**src/rtl/nibble_sum_accum_pkg.sv**
```systemverilog
// Shared types and helpers for the nibble sum accumulator.
// Holds the FSM state encoding, the default sample width and a constant clog2.
package nibble_pkg;

   typedef enum logic {ACCUM = 1'b0, FULL = 1'b1} state_t;

   localparam int SUM_W_DEF = 4;

   function automatic int clog2(input int v);
      int r;
      r = 0;
      while ((1 << r) < v) r++;
      return r;
   endfunction

endpackage

```
**src/rtl/nibble_sum_accum_if.sv**
```systemverilog
// Sample-in / block-result-out handshake bundle.
// The master side drives samples and consumes results; the slave side is the accumulator.
interface nibble_sum_accum_if #(
   parameter int SUM_W = 4,
   parameter int ACC_W = 12
);
   logic             in_valid;
   logic             in_ready;
   logic [SUM_W-1:0] in_sum;
   logic             out_valid;
   logic             out_ready;
   logic [ACC_W-1:0] out_total;
   logic [SUM_W-1:0] out_max;
   logic             out_ovf;

   modport master (
      output in_valid, in_sum, out_ready,
      input  in_ready, out_valid, out_total, out_max, out_ovf
   );

   modport slave (
      input  in_valid, in_sum, out_ready,
      output in_ready, out_valid, out_total, out_max, out_ovf
   );
endinterface

```
**src/rtl/nibble_sum_accum_sat_accum.sv**
```systemverilog
// Combinational next-value logic for one accepted sample:
// saturating running total, running maximum and sticky overflow flag.
module sat_accum #(
   parameter int SUM_W = 4,
   parameter int ACC_W = 12
) (
   input  logic [ACC_W-1:0] acc,
   input  logic [SUM_W-1:0] max_in,
   input  logic             ovf,
   input  logic [SUM_W-1:0] sample,
   output logic [ACC_W-1:0] acc_nxt,
   output logic [SUM_W-1:0] max_nxt,
   output logic             ovf_nxt
);
   logic [ACC_W:0] sum;
   logic           carry;

   // One extra bit catches the carry; once saturated the carry keeps the total pinned.
   assign sum     = {1'b0, acc} + {{(ACC_W + 1 - SUM_W){1'b0}}, sample};
   assign carry   = sum[ACC_W];
   assign acc_nxt = carry ? {ACC_W{1'b1}} : sum[ACC_W-1:0];
   assign max_nxt = (sample > max_in) ? sample : max_in;
   assign ovf_nxt = ovf | carry;
endmodule

```
**src/rtl/nibble_sum_accum.sv**
```systemverilog
// Accumulates COUNT unsigned samples into a saturated block total with max/overflow,
// and holds each block result on a registered valid/ready port until consumed.
module nibble_sum_accum
   import nibble_pkg::*;
#(
   parameter int SUM_W = SUM_W_DEF,
   parameter int COUNT = 8,
   parameter int ACC_W = 12
) (
   input  logic               clk,
   input  logic               reset,
   nibble_sum_accum_if.slave  bus
);
   localparam int             CNT_W = clog2(COUNT);
   localparam logic [CNT_W-1:0] LAST = CNT_W'(COUNT - 1);

   state_t           state_q, state_d;
   logic [CNT_W-1:0] cnt;
   logic [ACC_W-1:0] acc, acc_nxt;
   logic [SUM_W-1:0] max_q, max_nxt;
   logic             ovf, ovf_nxt;
   logic             take, blk_end;
   logic [ACC_W-1:0] total_q;
   logic [SUM_W-1:0] omax_q;
   logic             oovf_q;

   sat_accum #(.SUM_W(SUM_W), .ACC_W(ACC_W)) u_sat (
      .acc     (acc),
      .max_in  (max_q),
      .ovf     (ovf),
      .sample  (bus.in_sum),
      .acc_nxt (acc_nxt),
      .max_nxt (max_nxt),
      .ovf_nxt (ovf_nxt)
   );

   always_ff @(posedge clk) begin
      if (reset) state_q <= ACCUM;
      else       state_q <= state_d;
   end

   always_comb begin
      state_d     = state_q;
      bus.in_ready = 1'b0;
      blk_end     = 1'b0;
      case (state_q)
         ACCUM: begin
            bus.in_ready = 1'b1;
            if (bus.in_valid && cnt == LAST) begin
               blk_end = 1'b1;
               state_d = FULL;
            end
         end
         FULL: begin
            bus.in_ready = bus.out_ready;
            if (bus.out_ready) state_d = ACCUM;
         end
         default: state_d = ACCUM;
      endcase
   end

   assign take = bus.in_valid & bus.in_ready;

   // Accumulators are cleared on block end, so a sample taken while FULL
   // drains naturally becomes the first sample of the next block.
   always_ff @(posedge clk) begin
      if (reset) begin
         cnt     <= '0;
         acc     <= '0;
         max_q   <= '0;
         ovf     <= 1'b0;
         total_q <= '0;
         omax_q  <= '0;
         oovf_q  <= 1'b0;
      end else if (take) begin
         if (blk_end) begin
            total_q <= acc_nxt;
            omax_q  <= max_nxt;
            oovf_q  <= ovf_nxt;
            cnt     <= '0;
            acc     <= '0;
            max_q   <= '0;
            ovf     <= 1'b0;
         end else begin
            cnt     <= cnt + CNT_W'(1);
            acc     <= acc_nxt;
            max_q   <= max_nxt;
            ovf     <= ovf_nxt;
         end
      end
   end

   assign bus.out_valid = (state_q == FULL);
   assign bus.out_total = total_q;
   assign bus.out_max   = omax_q;
   assign bus.out_ovf   = oovf_q;
endmodule

```
**src/flat_wrapper.sv**
```systemverilog
// flat-port wrapper written by rule: the top's interface ports become plain ports
module nibble_sum_accum_flat import nibble_pkg::*;
#(
   parameter int SUM_W = SUM_W_DEF,
   parameter int COUNT = 8,
   parameter int ACC_W = 12
)
  (clk, reset, bus_in_valid, bus_in_sum, bus_out_ready, bus_in_ready, bus_out_valid, bus_out_total, bus_out_max, bus_out_ovf);
  nibble_sum_accum_if #(.SUM_W(SUM_W), .ACC_W(ACC_W)) bus_i ();
  input  logic clk;
  input  logic reset;
  input wire logic [$bits(bus_i.in_valid)-1:0] bus_in_valid;
  input wire logic [$bits(bus_i.in_sum)-1:0] bus_in_sum;
  input wire logic [$bits(bus_i.out_ready)-1:0] bus_out_ready;
  output wire logic [$bits(bus_i.in_ready)-1:0] bus_in_ready;
  output wire logic [$bits(bus_i.out_valid)-1:0] bus_out_valid;
  output wire logic [$bits(bus_i.out_total)-1:0] bus_out_total;
  output wire logic [$bits(bus_i.out_max)-1:0] bus_out_max;
  output wire logic [$bits(bus_i.out_ovf)-1:0] bus_out_ovf;
  assign bus_i.in_valid = bus_in_valid;
  assign bus_i.in_sum = bus_in_sum;
  assign bus_i.out_ready = bus_out_ready;
  assign bus_in_ready = bus_i.in_ready;
  assign bus_out_valid = bus_i.out_valid;
  assign bus_out_total = bus_i.out_total;
  assign bus_out_max = bus_i.out_max;
  assign bus_out_ovf = bus_i.out_ovf;
  nibble_sum_accum #(.SUM_W(SUM_W), .COUNT(COUNT), .ACC_W(ACC_W)) u_core (.clk(clk), .reset(reset), .bus(bus_i));
endmodule
```
**config.mk**
```make
export PLATFORM = sky130hd
export DESIGN_NAME = nibble_sum_accum_flat
export DESIGN_NICKNAME = d
export VERILOG_FILES = /design/src/rtl/nibble_sum_accum_pkg.sv /design/src/rtl/nibble_sum_accum_if.sv /design/src/rtl/nibble_sum_accum_sat_accum.sv /design/src/rtl/nibble_sum_accum.sv /design/src/flat_wrapper.sv
export SDC_FILE = /design/constraint.sdc
export NUM_CORES = 1
export LEC_CHECK = 0
export CORE_AREA = 2 2 63 94
export CTS_CLUSTER_DIAMETER = 100
export DETAILED_ROUTE_END_ITERATION = 6
export DIE_AREA = 0 0 65 96
export HOLD_SLACK_MARGIN = 0.1
export SYNTH_ARGS = -nofsm -noshare
export SYNTH_HDL_FRONTEND = slang
export SYNTH_SLANG_ARGS = --single-unit
export TNS_END_PERCENT = 30
```
**constraint.sdc**
```tcl
create_clock -name clk -period 5.4 [get_ports clk]
set_input_delay 1.35 -clock clk [delete_from_list [all_inputs] [get_ports clk]]
set_output_delay 1.35 -clock clk [all_outputs]
set_load 0.02 [all_outputs]
```
==> impl_results.md, run 1 <==
* Skew final at 0.00441 ns
* Row count at 33
* Vias at 1759
* Final layout net count at 273
* Syn Nets at 252
* CTS Sinks at 38
* DRT Wirelength at 4630 µm
* Mux share of post-synthesis cell area at 2.51%
* R2R Setup Slk at 3.18 ns
* Slew @ Worst Pin at 0.858 ns
* Largest family of logic cells by synthesized area: compound AO/OA/AOI/OAI gates
* Worst VDD drop at 0.0928 mV
* Vias in the first global route at 1625
* Most used cell, CP: clkdlybuf4s50_1
* Startpoint types: input pin
* Clock transition at the registers of the reported paths at 0.07 ns
* GR Overflow Total at 0
* Die X at 65 µm
* Area contributors post-synth: dfxtp_1 38%, ha_1 6.3%, nor2_1 5.1%
* Max Root-Sink Buffers at 2
* Worst hold start: u_core.bus.out_total[10]
* CP max stage delay at 0.64 ns
* Critical path, cell by cell: clkdlybuf4s50_1 -> nand2b_1 -> clkdlybuf4s50_1
* Setup violations, final at 0
* Slowest CP cell: clkdlybuf4s50_1
* Hpwl dp at 3190 µm
* Complex-gate fraction of the synthesized area at 23.0%
* Core Area at 0.00541 mm²
* Max-slew headroom at 42.8%
* Remaining antenna violation count at 0
* Crit path time final at 4.00 ns
* Post-synth top area share at 38.2%
* Synth cell count leaders: 38 x dfxtp_1, 27 x nor2_1, 20 x a21oi_1
* Initial antenna violation count at 0
* First-pass GRT wire length at 7830 µm
* Post-Synth Simple-Gate Area at 22.8%
* Routability cong. at 0.791
* RSZ-0062 raised after global routing: no
* Hold depth at 2
* Die Y at 96 µm
* Setup bufs post-CTS at 0
* Worst r2r path cells at 7
* DRT Pass-1 Iters at 4
* Synth Instances at 233
* Post-CTS Resized at 0
* # hold bufs at CTS at 0
* XOR/XNOR Fraction of Synth Area at 1.76%
* Critical path type: input pin to primary output
* Max-cap violations at 0
* Post-Synth Adder-Cell Area at 7.28%
* Top-count cell post-synth: dfxtp_1
* Starting density of the core at 36.8%
* Sequential share of the synthesized area at 38.2%
* Worst hold path endpoint: u_core.bus.out_total[10]
* Setup TNS Final at 0 ns
* Worst path required time at 4.05 ns
* Synth cell types at 46
* Root Buffer: clkbuf_8
* Place WS at 1.40 ns
* Leak at 0.795 nW
* Final-report hold violation count at 0
* Mean Syn Cell Area at 8.55 µm²
* Largest net degree at the start of global routing at 23
* #FFs+latches synth at 38
* PwrDens at 241 mW/mm²
* FMAX at 0.250 GHz
* Share of cells above drive strength 1 at 7.45%
* Vias per inst at 5.41
* Area Overhead vs Synth at 19.5%
* ANT cells at 0
* Post-synth EDFFs at 0
* Pins over their slew limit at 0
* I/O pin cnt at 27
* Fin crit share at 74.0%
* WP data arrival at 2.65 ns
* Endpoint class of the critical path: primary output
* Ys flop type: dfxtp_1
* RR Endpoint: u_core.bus.out_total[11]
* Synth async-reset ratio at 0%
* Avg WL per Cell at 14.2 µm
* CTS Buf Count at 5
* Buf/Inv on CP at 2
* Gr usage total at 16.4%
* Setup WS post-layout at 1.40 ns
* RR Startpoint: u_core.cnt[0]
* Initial detailed-routing violation count at 100
* PortBufs at 26
* H-tree depth at 2
* Clk_lat worst skew at 0.29 ns
* Crit Path Max Fanout at 6
* CTS tree: done
* Synthesized area at 0.00199 mm²
* Worst hold-check path type: flip-flop to flip-flop
* Cell taking the most area after synthesis: dfxtp_1
* CP delay by family, top: buffers and inverters
* Die area at 0.00624 mm²
* # DRC at 0
* Syn. warnings at 0
* Status: completed
-- registers in the layout, summed over array words and instances, names as in the netlist --
register,count
u_core.acc,12
u_core.bus.out_total,12
u_core.bus.out_max,4
u_core.max_q,4
u_core.cnt,3
u_core.bus.out_ovf,1
u_core.bus.out_valid,1
u_core.ovf,1
-- layer usage --
metal  vias to the layer above  global-route usage [%]  part of all wire [%]
met4                         0                    9.57                   2.8
met5                         -                       0                     0
met2                        37                    27.6                    50
li1                        885                       -                     -
met1                       826                    19.6                    44
met3                        11                    2.57                   2.9
-- stage by stage --
| step | instances | utilization (%) | hold WS [ns] | power [W] | instance area [µm²] |
|---|---|---|---|---|---|
| final | 325 | 44.0 | 0.454 | 0.000574 | 2380 |
| after global routing | 325 | 44.0 | 0.480 | 0.000607 | 2380 |
| after CTS | 325 | 44.0 | 0.457 | 0.000584 | 2380 |
| after detailed placement | 317 | 42.3 | 0.448 | 0.000379 | 2290 |
| after global placement | 317 | 42.3 | 0.441 | 0.000378 | 2290 |
| after floorplan | 233 | - | 0.440 | 0.000356 | 1990 |
-- worst max path at each step --
stage | to | depth (start not counted) | slack, ns | from
after global placement | bus_in_ready | 3 | 1.42 | bus_out_ready
after global routing | bus_in_ready | 3 | 1.33 | bus_out_ready
after detailed placement | bus_in_ready | 3 | 1.40 | bus_out_ready
final | bus_in_ready | 3 | 1.40 | bus_out_ready
after floorplan | bus_in_ready | 1 | 2.43 | bus_out_ready
after CTS | bus_in_ready | 3 | 1.40 | bus_out_ready
-- worst reg2reg max path, delay by kind of cell, from the launching register on --
| kind | cells | cell delay, ns |
|---|---|---|
| flops | 1 | 0.36 |
| fa+ha+maj | 2 | 0.28 |
| simple gates | 5 | 1.47 |
-- layout make-up --
cell class / count / area [µm²]
Fill cell: 563 / 3030
Multi-Input combinational cell: 175 / 1140
Clock inverter: 1 / 5.00
Sequential cell: 38 / 761
Tap cell: 70 / 87.6
Inverter: 6 / 22.5
Clock buffer: 7 / 86.3
Timing Repair Buffer: 28 / 275
-- layout by cell type (no fill, tap or decap), drive strengths merged, types with 3 or more instances in the layout --
master / instances
nand3: 13
nand2: 16
a2111oi: 3
inv: 6
o21ai: 10
a22oi: 4
nand3b: 4
a21oi: 22
and2: 3
o31ai: 3
nor3b: 3
clkdlybuf4s50: 26
clkbuf: 7
nor2: 28
ha: 10
nor3: 14
o211ai: 4
mux2i: 5
dfxtp: 38
a211oi: 12
-- cell families (layout without fill, tap and decap cells) --
kind of cell,after synthesis,in the layout
flip-flops,38,38
buffers and inverters,20,42
multiplexers,5,5
XOR/XNOR,4,4
adder cells (fa/ha/maj),11,11
AND/OR/NAND/NOR,89,89
AO/OA/AOI/OAI,66,66
-- where the power goes --
group	total (W)	internal, W	switching, W
logic	0.0000798	0.0000319	0.0000479
registers	0.000292	0.000287	0.00000539
clock network	0.000202	0.000103	0.0000991
total	0.000574	0.000422	0.000152
Note: power is estimated with default switching activity, not from simulation.
==> run 2, diff against run 1 <==
==> constraint.sdc (replaced) <==
create_clock -name clk -period 3.4 [get_ports clk]
set_input_delay 0.85 -clock clk [delete_from_list [all_inputs] [get_ports clk]]
set_output_delay 0.85 -clock clk [all_outputs]
set_load 0.02 [all_outputs]
==> run 2 against run 1 <==
First-iteration DRC count down 25%. Sequential power up 59%. Final cell count up 1.2%. Routed wire length up 1.9%. Critical path type unchanged.
==> impl_results.md, run 2 (synthesis results as in run 1) <==
* Die area at 0.00624 mm²
* Register area at 761 µm²
* Largest net degree at the start of global routing at 22
* Critical path, cell by cell: clkdlybuf4s50_1 -> nand2b_1 -> clkdlybuf4s50_1
* CTS Sinks at 38
* Worst path required time at 2.55 ns
* # DRC at 0
* Final layout net count at 277
* Die X at 65 µm
* Util after Layout at 44.6%
* Routing usage on met1 at 19.2%
* Die Y at 96 µm
* Initial detailed-routing violation count at 75
* Dpl cells at 321
* Power share of the combinational group at 14.0%
* Crit path time final at 3.00 ns
* CTS tree: done
* Core Area at 0.00541 mm²
* Root Buffer: clkbuf_8
* Skew final at 0.00229 ns
* WP data arrival at 2.15 ns
* Worst r2r path cells at 7
* Leak at 0.815 nW
* Fin crit share at 88.2%
* Net Switching at 0.000246 W
* Vias per inst at 5.32
* ANT cells at 0
* Endpoint class of the critical path: primary output
* I/O pin cnt at 27
* Share of cells above drive strength 1 at 8.88%
* Row count at 33
* Setup bufs post-CTS at 0
* Hpwl dp at 3330 µm
* Critical path type: input pin to primary output
* Hold depth at 2
* Most common cell after layout, fill and taps aside: dfxtp_1
* Routability cong. at 0.839
* Worst VDD drop at 0.206 mV
* Setup violations, final at 0
* Vias at 1749
* Pins over their slew limit at 0
* Remaining antenna violation count at 0
* Starting density of the core at 36.8%
* Sequential power share at 50.7%
* Status: completed
* Worst hold-check path type: flip-flop to flip-flop
* PortBufs at 26
* Most used cell, CP: clkdlybuf4s50_1
* Cell Int Power at 0.000671 W
* Startpoint types: input pin
* FMAX at 0.334 GHz
* CP max stage delay at 0.64 ns
* RSZ-0062 raised after global routing: no
* # hold bufs at CTS at 0
* H-tree depth at 2
* Final-report hold violation count at 0
* CTS Buf Count at 5
* Post-CTS Resized at 0
* Area Overhead vs Synth at 21.0%
* Filler cells at 567
* CP delay by family, top: buffers and inverters
* Clock share of power at 35.3%
* Setup TNS Final at 0 ns
* Vias in the first global route at 1754
* Clock transition at the registers of the reported paths at 0.07 ns
* Non-filler instance count after layout at 329
* Most frequent cells in the layout: 38 x dfxtp_1, 27 x nor2_1, 26 x clkdlybuf4s50_1
* Setup WS post-layout at 0.402 ns
* Avg WL per Cell at 14.3 µm
* PwrDens at 380 mW/mm²
* Buf/Inv on CP at 2
* Gr usage total at 17.0%
* Met3 global-route usage at 2.81%
* Slew @ Worst Pin at 0.709 ns
* Critical Path Stages at 3
* GRT met2 Usage at 30.5%
* Slowest CP cell: clkdlybuf4s50_1
* Max-cap violations at 0
* First-pass GRT wire length at 8130 µm
* Multi-input gate area at 0.00114 mm²
* Max-slew headroom at 52.6%
* Max Root-Sink Buffers at 2
* DRT Wirelength at 4710 µm
* Clk_lat worst skew at 0.29 ns
* Place WS at 0.263 ns
* GRT busiest layer: met2
* Crit Path Max Fanout at 6
* DRT Pass-1 Iters at 4
* Initial antenna violation count at 0
* GR Overflow Total at 0
* Switching Fraction at 26.8%
==> run 2: per-layer routing <==
metal / wire [µm] / share of wire [%]
met1: 2070 / 44
met2: 2390 / 51
met3: 135 / 2.9
met4: 116 / 2.5
met5: 0 / 0
==> run 2: path summary, 6_finish.rpt <==
path,startpoint,endpoint,slack [ns]
min reg2reg,u_core.bus.out_total[10],u_core.bus.out_total[10],0.46
max,bus_out_ready,bus_in_ready,0.40
min,u_core.bus.out_total[10],u_core.bus.out_total[10],0.46
max reg2reg,u_core.acc[0],u_core.bus.out_total[9],1.33
==> run 2: metrics by stage <==
stage	total power [W]	hold slack, ns	cell area, µm²
3_5_place_dp	0.000604	0.447	2320
3_3_place_gp	0.000603	0.439	2320
4_1_cts	0.000933	0.456	2410
2_1_floorplan	0.000566	0.440	1990
6_report	0.000917	0.456	2410
5_1_grt	0.000969	0.498	2410
==> run 2: power groups by stage <==
stage / Sequential, W / Combinational (W) / Clock (W)
final: 0.000465 / 0.000129 / 0.000324
after global routing: 0.000466 / 0.000145 / 0.000358
after CTS: 0.000464 / 0.000130 / 0.000339
after detailed placement: 0.000475 / 0.000129 / 0
after global placement: 0.000475 / 0.000128 / 0
after floorplan: 0.000473 / 0.0000930 / 0
==> run 2: cell type report <==
type	count	area share (%)
clock buffers	7	3.58
multi-input cells	175	47.4
repair buffers	32	12.7
clock inverters	1	0.208
inverters	6	0.934
well taps	70	3.63
flip-flops and latches	38	31.6
==> run 2: tightest hold or removal path: cells and delay by family, from the launching register on <==
family	cells	cell delay, ns
AO/OA/AOI/OAI	1	0.05
flip-flops	1	0.31
AND/OR/NAND/NOR	1	0.05
